## src/rtl/pipe_shifter.sv

```systemverilog
// Fully pipelined barrel shifter: one 2^i shift stage per shift-amount bit, LSB first,
// each registered, sharing a single global stall so results leave in acceptance order.
module pipe_shifter #(
    parameter int WIDTH   = 32,
    parameter int SHAMT_W = $clog2(WIDTH),
    parameter int TAG_W   = 5
) (
    input  logic               clock,
    input  logic               reset,
    input  logic               in_valid,
    output logic               in_ready,
    input  logic [WIDTH-1:0]   in_data,
    input  logic [SHAMT_W-1:0] ctrl_shiftamt,
    input  logic [1:0]         ctrl_mode,
    input  logic [TAG_W-1:0]   in_tag,
    output logic               out_valid,
    input  logic               out_ready,
    output logic [WIDTH-1:0]   out_data,
    output logic [TAG_W-1:0]   out_tag
);

    localparam logic [1:0] MODE_SLL = 2'b00;
    localparam logic [1:0] MODE_SRL = 2'b01;
    localparam logic [1:0] MODE_SRA = 2'b10;
    localparam logic [1:0] MODE_ROL = 2'b11;

    logic en;

    // A bubble at the output never blocks the pipe; only an unaccepted result does.
    assign en       = !out_valid || out_ready;
    assign in_ready = en;

    genvar gi;
    generate
        for (gi = 0; gi < SHAMT_W; gi++) begin : g_stage
            localparam int STEP = 1 << gi;

            logic                src_valid;
            logic [WIDTH-1:0]    src_data;
            logic [1:0]          src_mode;
            logic [SHAMT_W-1:gi] src_shamt;
            logic [TAG_W-1:0]    src_tag;
            logic [WIDTH-1:0]    data_next;

            logic                valid_reg;
            logic [WIDTH-1:0]    data_reg;
            logic [TAG_W-1:0]    tag_reg;

            if (gi == 0) begin : g_src
                assign src_valid = in_valid;
                assign src_data  = in_data;
                assign src_mode  = ctrl_mode;
                assign src_shamt = ctrl_shiftamt;
                assign src_tag   = in_tag;
            end else begin : g_src
                assign src_valid = g_stage[gi-1].valid_reg;
                assign src_data  = g_stage[gi-1].data_reg;
                assign src_mode  = g_stage[gi-1].g_fwd.mode_reg;
                assign src_shamt = g_stage[gi-1].g_fwd.shamt_reg;
                assign src_tag   = g_stage[gi-1].tag_reg;
            end

            // SRA replicates bit WIDTH-1 of this stage's input, which is still the original sign.
            always_comb begin
                data_next = src_data;
                if (src_shamt[gi]) begin
                    case (src_mode)
                        MODE_SLL: data_next = src_data << STEP;
                        MODE_SRL: data_next = src_data >> STEP;
                        MODE_SRA: data_next = WIDTH'($signed(src_data) >>> STEP);
                        MODE_ROL: data_next = (src_data << STEP) | (src_data >> (WIDTH - STEP));
                        default:  data_next = src_data;
                    endcase
                end
            end

            always_ff @(posedge clock) begin
                if (!reset) begin
                    valid_reg <= 1'b0;
                    data_reg  <= '0;
                    tag_reg   <= '0;
                end else if (en) begin
                    valid_reg <= src_valid;
                    data_reg  <= data_next;
                    tag_reg   <= src_tag;
                end
            end

            // Mode and the not-yet-consumed shift bits only travel as far as a later stage needs them.
            if (gi < SHAMT_W - 1) begin : g_fwd
                logic [1:0]            mode_reg;
                logic [SHAMT_W-1:gi+1] shamt_reg;

                always_ff @(posedge clock) begin
                    if (!reset) begin
                        mode_reg  <= '0;
                        shamt_reg <= '0;
                    end else if (en) begin
                        mode_reg  <= src_mode;
                        shamt_reg <= src_shamt[SHAMT_W-1:gi+1];
                    end
                end
            end
        end
    endgenerate

    assign out_valid = g_stage[SHAMT_W-1].valid_reg;
    assign out_data  = g_stage[SHAMT_W-1].data_reg;
    assign out_tag   = g_stage[SHAMT_W-1].tag_reg;

endmodule

```

## config.mk

```make
export PLATFORM = sky130hd
export DESIGN_NAME = pipe_shifter
export DESIGN_NICKNAME = d
export VERILOG_FILES = /design/src/rtl/pipe_shifter.sv
export SDC_FILE = /design/constraint.sdc
export NUM_CORES = 1
export LEC_CHECK = 0
export ABC_AREA = 1
export BUFFER_PORTS_ARGS = -buffer_cell sky130_fd_sc_hd__buf_2
export CORE_AREA = 2 2 180 182
export CTS_CLUSTER_DIAMETER = 40
export DETAILED_ROUTE_END_ITERATION = 8
export DIE_AREA = 0 0 182 184
export PLACE_DENSITY = 0.49
export SYNTH_ARGS = -nofsm -noshare
export SYNTH_HDL_FRONTEND = slang
export SYNTH_SLANG_ARGS = --single-unit
```

## constraint.sdc

```tcl
create_clock -name clock -period 1.13 [get_ports clock]
set_input_delay 0.226 -clock clock [delete_from_list [all_inputs] [get_ports clock]]
set_output_delay 0.226 -clock clock [all_outputs]
set_load 0.03 [all_outputs]
```

# Yosys cells after proc, flatten, opt, wreduce, memory -nomap -nowiden
# Index checks and enable logic that the tools add are counted.
# op_classes
eq_ne,15
reduce_logical,7
n_bitwise,5
mux,10
# ops
cell,count
$pmux W32 S4,5
$mux W32,5
$or A32 B1 Y32,1
$or A32 B16 Y32,1
$or A32 B2 Y32,1
$or A32 B4 Y32,1
$or A32 B8 Y32,1
$eq A2 B2 Y1 const B,10
$eq A2 B1 Y1 const B,5
$logic_not A2 Y1,5
$logic_not A1 Y1,1
$logic_or A1 B1 Y1,1
# totals
word_cells,60
register_bits,208
in_bits,48

# Depth between registers and ports, before layout
# Gate-level depths: netlist (run 1).
# depth
word_depth,3
mapped_depth,8

# Least setup slack after synthesis (run 1)
# OpenSTA, ideal clock, no wires.
# synth_path
path_kind,register to register
from,"reg g_stage[4].valid_reg, in the netlist out_valid"
to,reg g_stage[0].g_fwd.shamt_reg[2] in the netlist's numbering
setup_time_ns,0.116
path_buffers,3
required_ns,1.014
period_less_slack_ns,1.477
path_stages_with_launch,9
arrival_ns,1.361
setup_slack_ns,-0.347
path_cell_list,dfxtp_1 inv_1 nor2_4 inv_2 buf_6 buf_6 buf_2 nor2_1 nor2_1
# synth_via
elab_chain_len,2
# synth_rtl
item,line_no,source
start: declaration,45,logic valid_reg;
start signal: assignment,83,valid_reg <= src_valid;
$logic_not A1 Y1,30,assign en = !out_valid || out_ready;
$logic_or A1 B1 Y1,30,
end signal: assignment,100,shamt_reg <= src_shamt[SHAMT_W-1:gi+1];
end: declaration,92,logic [SHAMT_W-1:gi+1] shamt_reg;
# No other way between the ends.
# A chain may end at the register's enable or synchronous reset.

# Worst setup path after layout (run 1)
# layout_path
from,"reg g_stage[4].valid_reg, in the netlist out_valid"
to,out in_ready
# layout_via
elab_chain_len,2
# layout_rtl
item,line_no,source
$logic_not A1 Y1,30,
$logic_or A1 B1 Y1,30,
end: declaration,11,"output logic in_ready,"
# No other way between the ends.

==> results.md, run 1 <==
* Status: finished with violations
* Failing checks: setup timing
* FF+latch count, synth at 208
* Syn Nets at 1752
* Share of power burned in the clock network at 51.6%
* Fillers at 3175
* CTS tree: built
* Initial antenna violation count at 0
* Leakage at 6.750 nW
* Gr usage total at 20.17%
* Family with the most delay on the worst path: flip-flops
* CTS HTree Levels at 2
* Reg clk slew, reported paths at 50 ps
* Register area share after synthesis at 38.17%
* First-pass GRT wire length at 55.87 mm
* Max_cap viols at 0
* Row cnt at 65
* CTS Sinks at 208
* DRT Wirelength at 35.87 mm
* ANT nets after route at 0
* Die area at 33490 um2
* Most area-hungry cell type in the Yosys netlist: dfxtp_1
* Synthesized area at 10910 um2
* Clock buffer count from CTS at 41
* Critical path class: reg2out
* Logic pwr share at 13.7%
* Crit path arrival time at 1360 ps
* Largest net degree at the start of global routing at 66
* Sw frac at 26.80%
* Setup violators final at 244
* Hold Fails Final Rpt at 0
* RSZ-0062 raised after global routing: yes
* Vias per cell at 5.040
* Grt total ovfl at 0
* # DRC at 0
* Inserted Diodes at 0
* Maximum clock rate at 628.8 MHz
* Buf+Inv Stages, Crit Path at 4
* Post-synth top area share at 38.17%
* Worst slew margin at 78.63%
* Slew @ Worst Pin at 318.6 ps
* Worst Path Max Fanout at 2
* Number of global-route vias before repair at 10.46k
* Worst setup path start: out_valid
* Max stage delay cell, worst path: dfxtp_4
* Fin crit period at 1590 ps
* Via Count at 11.41k
* PwrDens at 1538 nW/um2
* Final hold slack at 39.03 ps
* Reg2reg start: out_valid
* Ratio of cells with drive above 1 in the final layout at 24.99%
* Crit-path max cell delay at 350 ps
* Clock buffer depth at 3
* Post-DP HPWL at 21.80 mm
* Critical path endpoint category: output port
* Synth area leaders: dfxtp_1 38%, o21ai_0 13%, nand3_1 11%
* Post-synthesis cell type count at 23
* Root buf cell: clkbuf_16
* Max VDD drop at 0.8916 mV
* P_sw at 6.316 mW
* CP Data Required Time at 900 ps
* Fin nets at 1877
* Pwr Total at 23.56 mW
* TritonRoute pass-1 iters at 7
* Crit start category: flip-flop
* Hold Path Class: in2reg
* Cells after Synth at 1704
* Clock skew at 15.56 ps
* Final period util at 140.7%
* Max reg flops at 128
* Avg Cell Area, Syn at 6.401 um2
* Synth warn at 0
* Average wire per standard cell at 15.85 um
* Pint at 17.25 mW
* Die Ht at 184 um
* Ports at 87
* Starting Density at 34.75%
* Beginning of the worst hold path: ctrl_shiftamt[1]
* Setup_tns at -65920 ps
* PortBufs at 86
* Die Wd at 182 um
* Power share of the sequential group at 34.7%
* Final count of pins violating max slew at 0
* Area grow syn2layout at 40.41%
* Crit-path cells: inv_4, nor2_4, inv_8, buf_16, buf_8
* Core region area at 31390 um2
* DR iter-0 viols at 843
* Final GP Congestion at 0.7869
* Worst skew pair latency at 520 ps
* Setup WS post-layout at -460.3 ps
-- cell usage in the layout, fill, tap and decap left out, types with 2 or more instances in the layout --
cell and n:
nand2_1 281, inv_1 260, nand3_1 230, dfxtp_1 172, o21ai_0 126, o21ai_1 125
a21oi_1 104, o21ai_2 63, nor2_1 63, buf_4 58, a21oi_2 53, clkbuf_16 52
buf_2 48, buf_6 41, dfxtp_2 35, buf_12 29, or2_2 16, a31oi_1 13
buf_16 11, clkbuf_1 10, dlygate4sd3_1 9, nor2_2 7, o21ai_4 7, clkbuf_8 7
nand2_2 5, clkinv_2 5, buf_8 5, bufbuf_16 4, a31oi_2 3, bufinv_16 3
clkinv_4 3, inv_2 2, inv_8 2, clkinvlp_4 2
-- synthesized netlist by cell type --
cell / instances
o21ai_0: 291
nand2_1: 281
inv_1: 261
nand3_1: 230
dfxtp_1: 208
a21oi_1: 157
nor2_1: 69
clkbuf_1: 64
buf_2: 45
o21ai_1: 30
a31oi_1: 16
or2_2: 16
buf_1: 9
buf_6: 7
buf_4: 6
nand2_2: 5
inv_2: 3
clkbuf_2: 1
clkinv_1: 1
nor2_2: 1
nor2_4: 1
o21a_1: 1
o21bai_1: 1
-- worst min-delay path: stages --
cell	delay [ps]
buf_2	80
o21ai_0	90
a21oi_1	110
-- repair_timing --
action                                 4_1_cts  5_1_grt
setup endpoints to repair                  229      247
hold buffers                                 9        0
cloned                                       9       15
setup buffers                               20        4
gates resized for setup                    152      160
endpoints found under the hold margin        9        0
pin swaps                                    1        8
-- power groups by stage --
stage               combinational (mW)  sequential, mW  clock (mW)
floorplan                         1.88            8.26           0
global placement                  2.80            8.27           0
detailed placement                2.81            8.27           0
CTS                               3.03            8.16        12.4
global route                      3.59            8.23        12.8
finish                            3.22            8.18        12.2
-- logic make-up (layout without fill, tap and decap cells) --
kind of cell | Yosys count | count (layout) | synth area share [%]
AOI/OAI and AO/OA | 496 | 496 | 22.99
buffers and inverters | 397 | 554 | 14.88
DFF | 208 | 208 | 38.17
and+or+nand+nor | 603 | 603 | 23.96
-- metrics by stage --
stage / instances / instance area, um2 / utilization [%] / setup WS, ps
2_1_floorplan: 1704 / 11230 / - / -161.8
3_3_place_gp: 2132 / 12270 / 39.08 / -175.9
3_5_place_dp: 2132 / 12270 / 39.08 / -212.5
4_1_cts: 2244 / 14530 / 46.27 / -460.2
5_1_grt: 2263 / 15320 / 48.79 / -515.2
6_report: 2263 / 15320 / 48.79 / -460.3
-- worst paths after layout --
path / endpoint / slack [ps] / cells after the start
worst max-delay path: in_ready / -460 / 5
worst min-delay path: g_stage[0].g_fwd.shamt_reg[1] / 40 / 3
worst max register to register: g_stage[1].data_reg[20] / -430 / 9
worst min register to register: g_stage[3].valid_reg / 450 / 2
-- area by class of cell --
class                   count  area (um2)  area share, %
clock buffers              60        1210          7.900
well taps                 402       503.0          3.284
inverters                 265        1005          6.560
repair buffers            214        2541          16.59
clock inverters            15       176.4          1.152
flip-flops and latches    208        4212          27.50
multi-input cells        1099        5669          37.02
-- per-layer routing --
metal	GRT usage, %	share of wire [%]
met1	27.40	46
met2	33.86	48
met3	2.714	4.3
met4	5.000	1.8
met5	0	0
Power figures use the tool's default switching activity.
==> run 2, diff against run 1 <==
- HOLD_SLACK_MARGIN: unset -> 0.05
==> run 2 against run 1 <==
Net effect: the flow still finishes with violations (setup timing); core utilization up 0.064 points; count of clock-buffer cells in the layout unchanged; global-route usage about the same; combinational power about the same; first-iteration DRC count down 6.4%; cell area up 0.13%; largest cell class unchanged; largest power group unchanged; highest routed layer unchanged.
==> results.md, run 2 (synthesis results as in run 1) <==
* RSZ-0062 raised after global routing: yes
* Slew @ Worst Pin at 313.9 ps
* Hold Fails Final Rpt at 0
* # DRC at 0
* Hold Path Class: in2reg
* Clock buffer count from CTS at 41
* Via Count at 11.38k
* Reg clk slew, reported paths at 50 ps
* Setup WS post-layout at -462.3 ps
* Critical path endpoint category: output port
* Crit start category: flip-flop
* Max reg flops at 128
* Commonest non-fill, non-tap cell in the layout: nand2_1
* Worst Path Max Fanout at 2
* Critical path class: reg2out
* Area grow syn2layout at 40.59%
* Most frequent cells in the layout: 281 x nand2_1, 260 x inv_1, 230 x nand3_1
* CTS Sinks at 208
* Number of global-route vias before repair at 10.46k
* Fin nets at 1879
* Ports at 87
* Post-layout util at 48.85%
* Starting Density at 34.75%
* Crit-path cells: inv_4, nor2_4, inv_8, buf_16, buf_8
* Crit path arrival time at 1370 ps
* Setup Slack @ Placement at -212.5 ps
* Vias per cell at 5.023
* Max stage delay cell, worst path: dfxtp_4
* Family with the most delay on the worst path: flip-flops
* Initial antenna violation count at 0
* Max VDD drop at 0.8935 mV
* Failing checks: setup timing
* ANT nets after route at 0
* Leakage at 6.758 nW
* Final count of pins violating max slew at 0
* Clock skew at 15.71 ps
* Clock buffer depth at 3
* Worst slew margin at 78.95%
* DR iter-0 viols at 789
* First-pass GRT wire length at 55.86 mm
* TritonRoute pass-1 iters at 5
* Reg2reg start: out_valid
* Die Wd at 182 um
* Finished layout cell area at 15340 um2
* Die area at 33490 um2
* PortBufs at 86
* CTS tree: built
* Inserted Diodes at 0
* Status: finished with violations
* Final period util at 140.9%
* PwrDens at 1538 nW/um2
* Buf+Inv Stages, Crit Path at 4
* Final GP Congestion at 0.7869
* Worst setup path start: out_valid
* Max_cap viols at 0
* Fillers at 3171
* CP Data Required Time at 900 ps
* Grt total ovfl at 0
* Crit-path max cell delay at 350 ps
* DRT Wirelength at 35.89 mm
* DP Area at 12270 um2
* Root buf cell: clkbuf_16
* Gr usage total at 20.17%
* Setup violators final at 244
* Fin crit period at 1592 ps
* Post-DP HPWL at 21.80 mm
* Ratio of cells with drive above 1 in the final layout at 24.96%
* Average wire per standard cell at 15.85 um
* Largest net degree at the start of global routing at 66
* Beginning of the worst hold path: in_data[1]
* Row cnt at 65
* Core region area at 31390 um2
* Worst skew pair latency at 520 ps
* Die Ht at 184 um
* CTS HTree Levels at 2
* Maximum clock rate at 628.0 MHz
[run 2: changes by cell type in the layout (fill, tap and decap cells not counted), sizes merged]
cell         change
dlygate4sd3      +2
[run 2: cell type report]
| cell class | instances | area, um2 | area share [%] |
|---|---|---|---|
| inverters | 265 | 1005 | 6.551 |
| well taps | 402 | 503.0 | 3.280 |
| clock buffers | 60 | 1210 | 7.889 |
| repair buffers | 216 | 2561 | 16.70 |
| flip-flops and latches | 208 | 4212 | 27.46 |
| clock inverters | 15 | 176.4 | 1.150 |
| multi-input cells | 1099 | 5669 | 36.97 |
[run 2: worst register-to-register path: stages (launching register included)]
cell and delay, ps:
dfxtp_4 350, inv_4 30, nor2_4 160, inv_8 50, buf_6 160, buf_16 170, buf_12 140, buf_16 170
o21ai_1 160, a21oi_1 60
[run 2: final timing paths]
check	to	slack [ps]	cells after the start
min reg2reg	g_stage[3].valid_reg	450	2
min	g_stage[0].data_reg[0]	70	5
max reg2reg	g_stage[1].data_reg[20]	-440	9
max	in_ready	-460	5
[run 2: metrics by stage]
stage                     TNS [ps]  power [mW]  cells  hold WS, ps
after detailed placement    -17890       11.09   2132        440.2
after CTS                   -67150       23.54   2246        50.71
after global placement      -16250       11.07   2132        434.4
final                       -66160       23.58   2265        69.04
after floorplan             -23040       10.14   1704        374.8
after global routing        -80620       24.58   2265        74.54
[run 2: timing repair]
action,CTS,global route
hold endpoints to repair,14,0
gates resized for setup,152,160
hold buffers,11,0
setup buffers,20,4
pin swaps,1,8
setup endpoints to repair,229,247
gates cloned,9,15
[run 2: power breakdown]
group | leakage, nW | internal [mW] | switching, mW | total (mW)
clock network | 0.677 | 8.10 | 4.08 | 12.2
logic | 4.36 | 1.34 | 1.89 | 3.23
registers | 1.72 | 7.81 | 0.366 | 8.18
total | 6.76 | 17.3 | 6.33 | 23.6
[run 2: layer usage]
layer / track usage [%] / up-vias / wire length, um
met2: 33.86 / 298 / 17120
met1: 27.38 / 5224 / 16560
met5: 0 / - / 0
met4: 5.000 / 0 / 648
li1: - / 5807 / -
met3: 2.714 / 47 / 1570
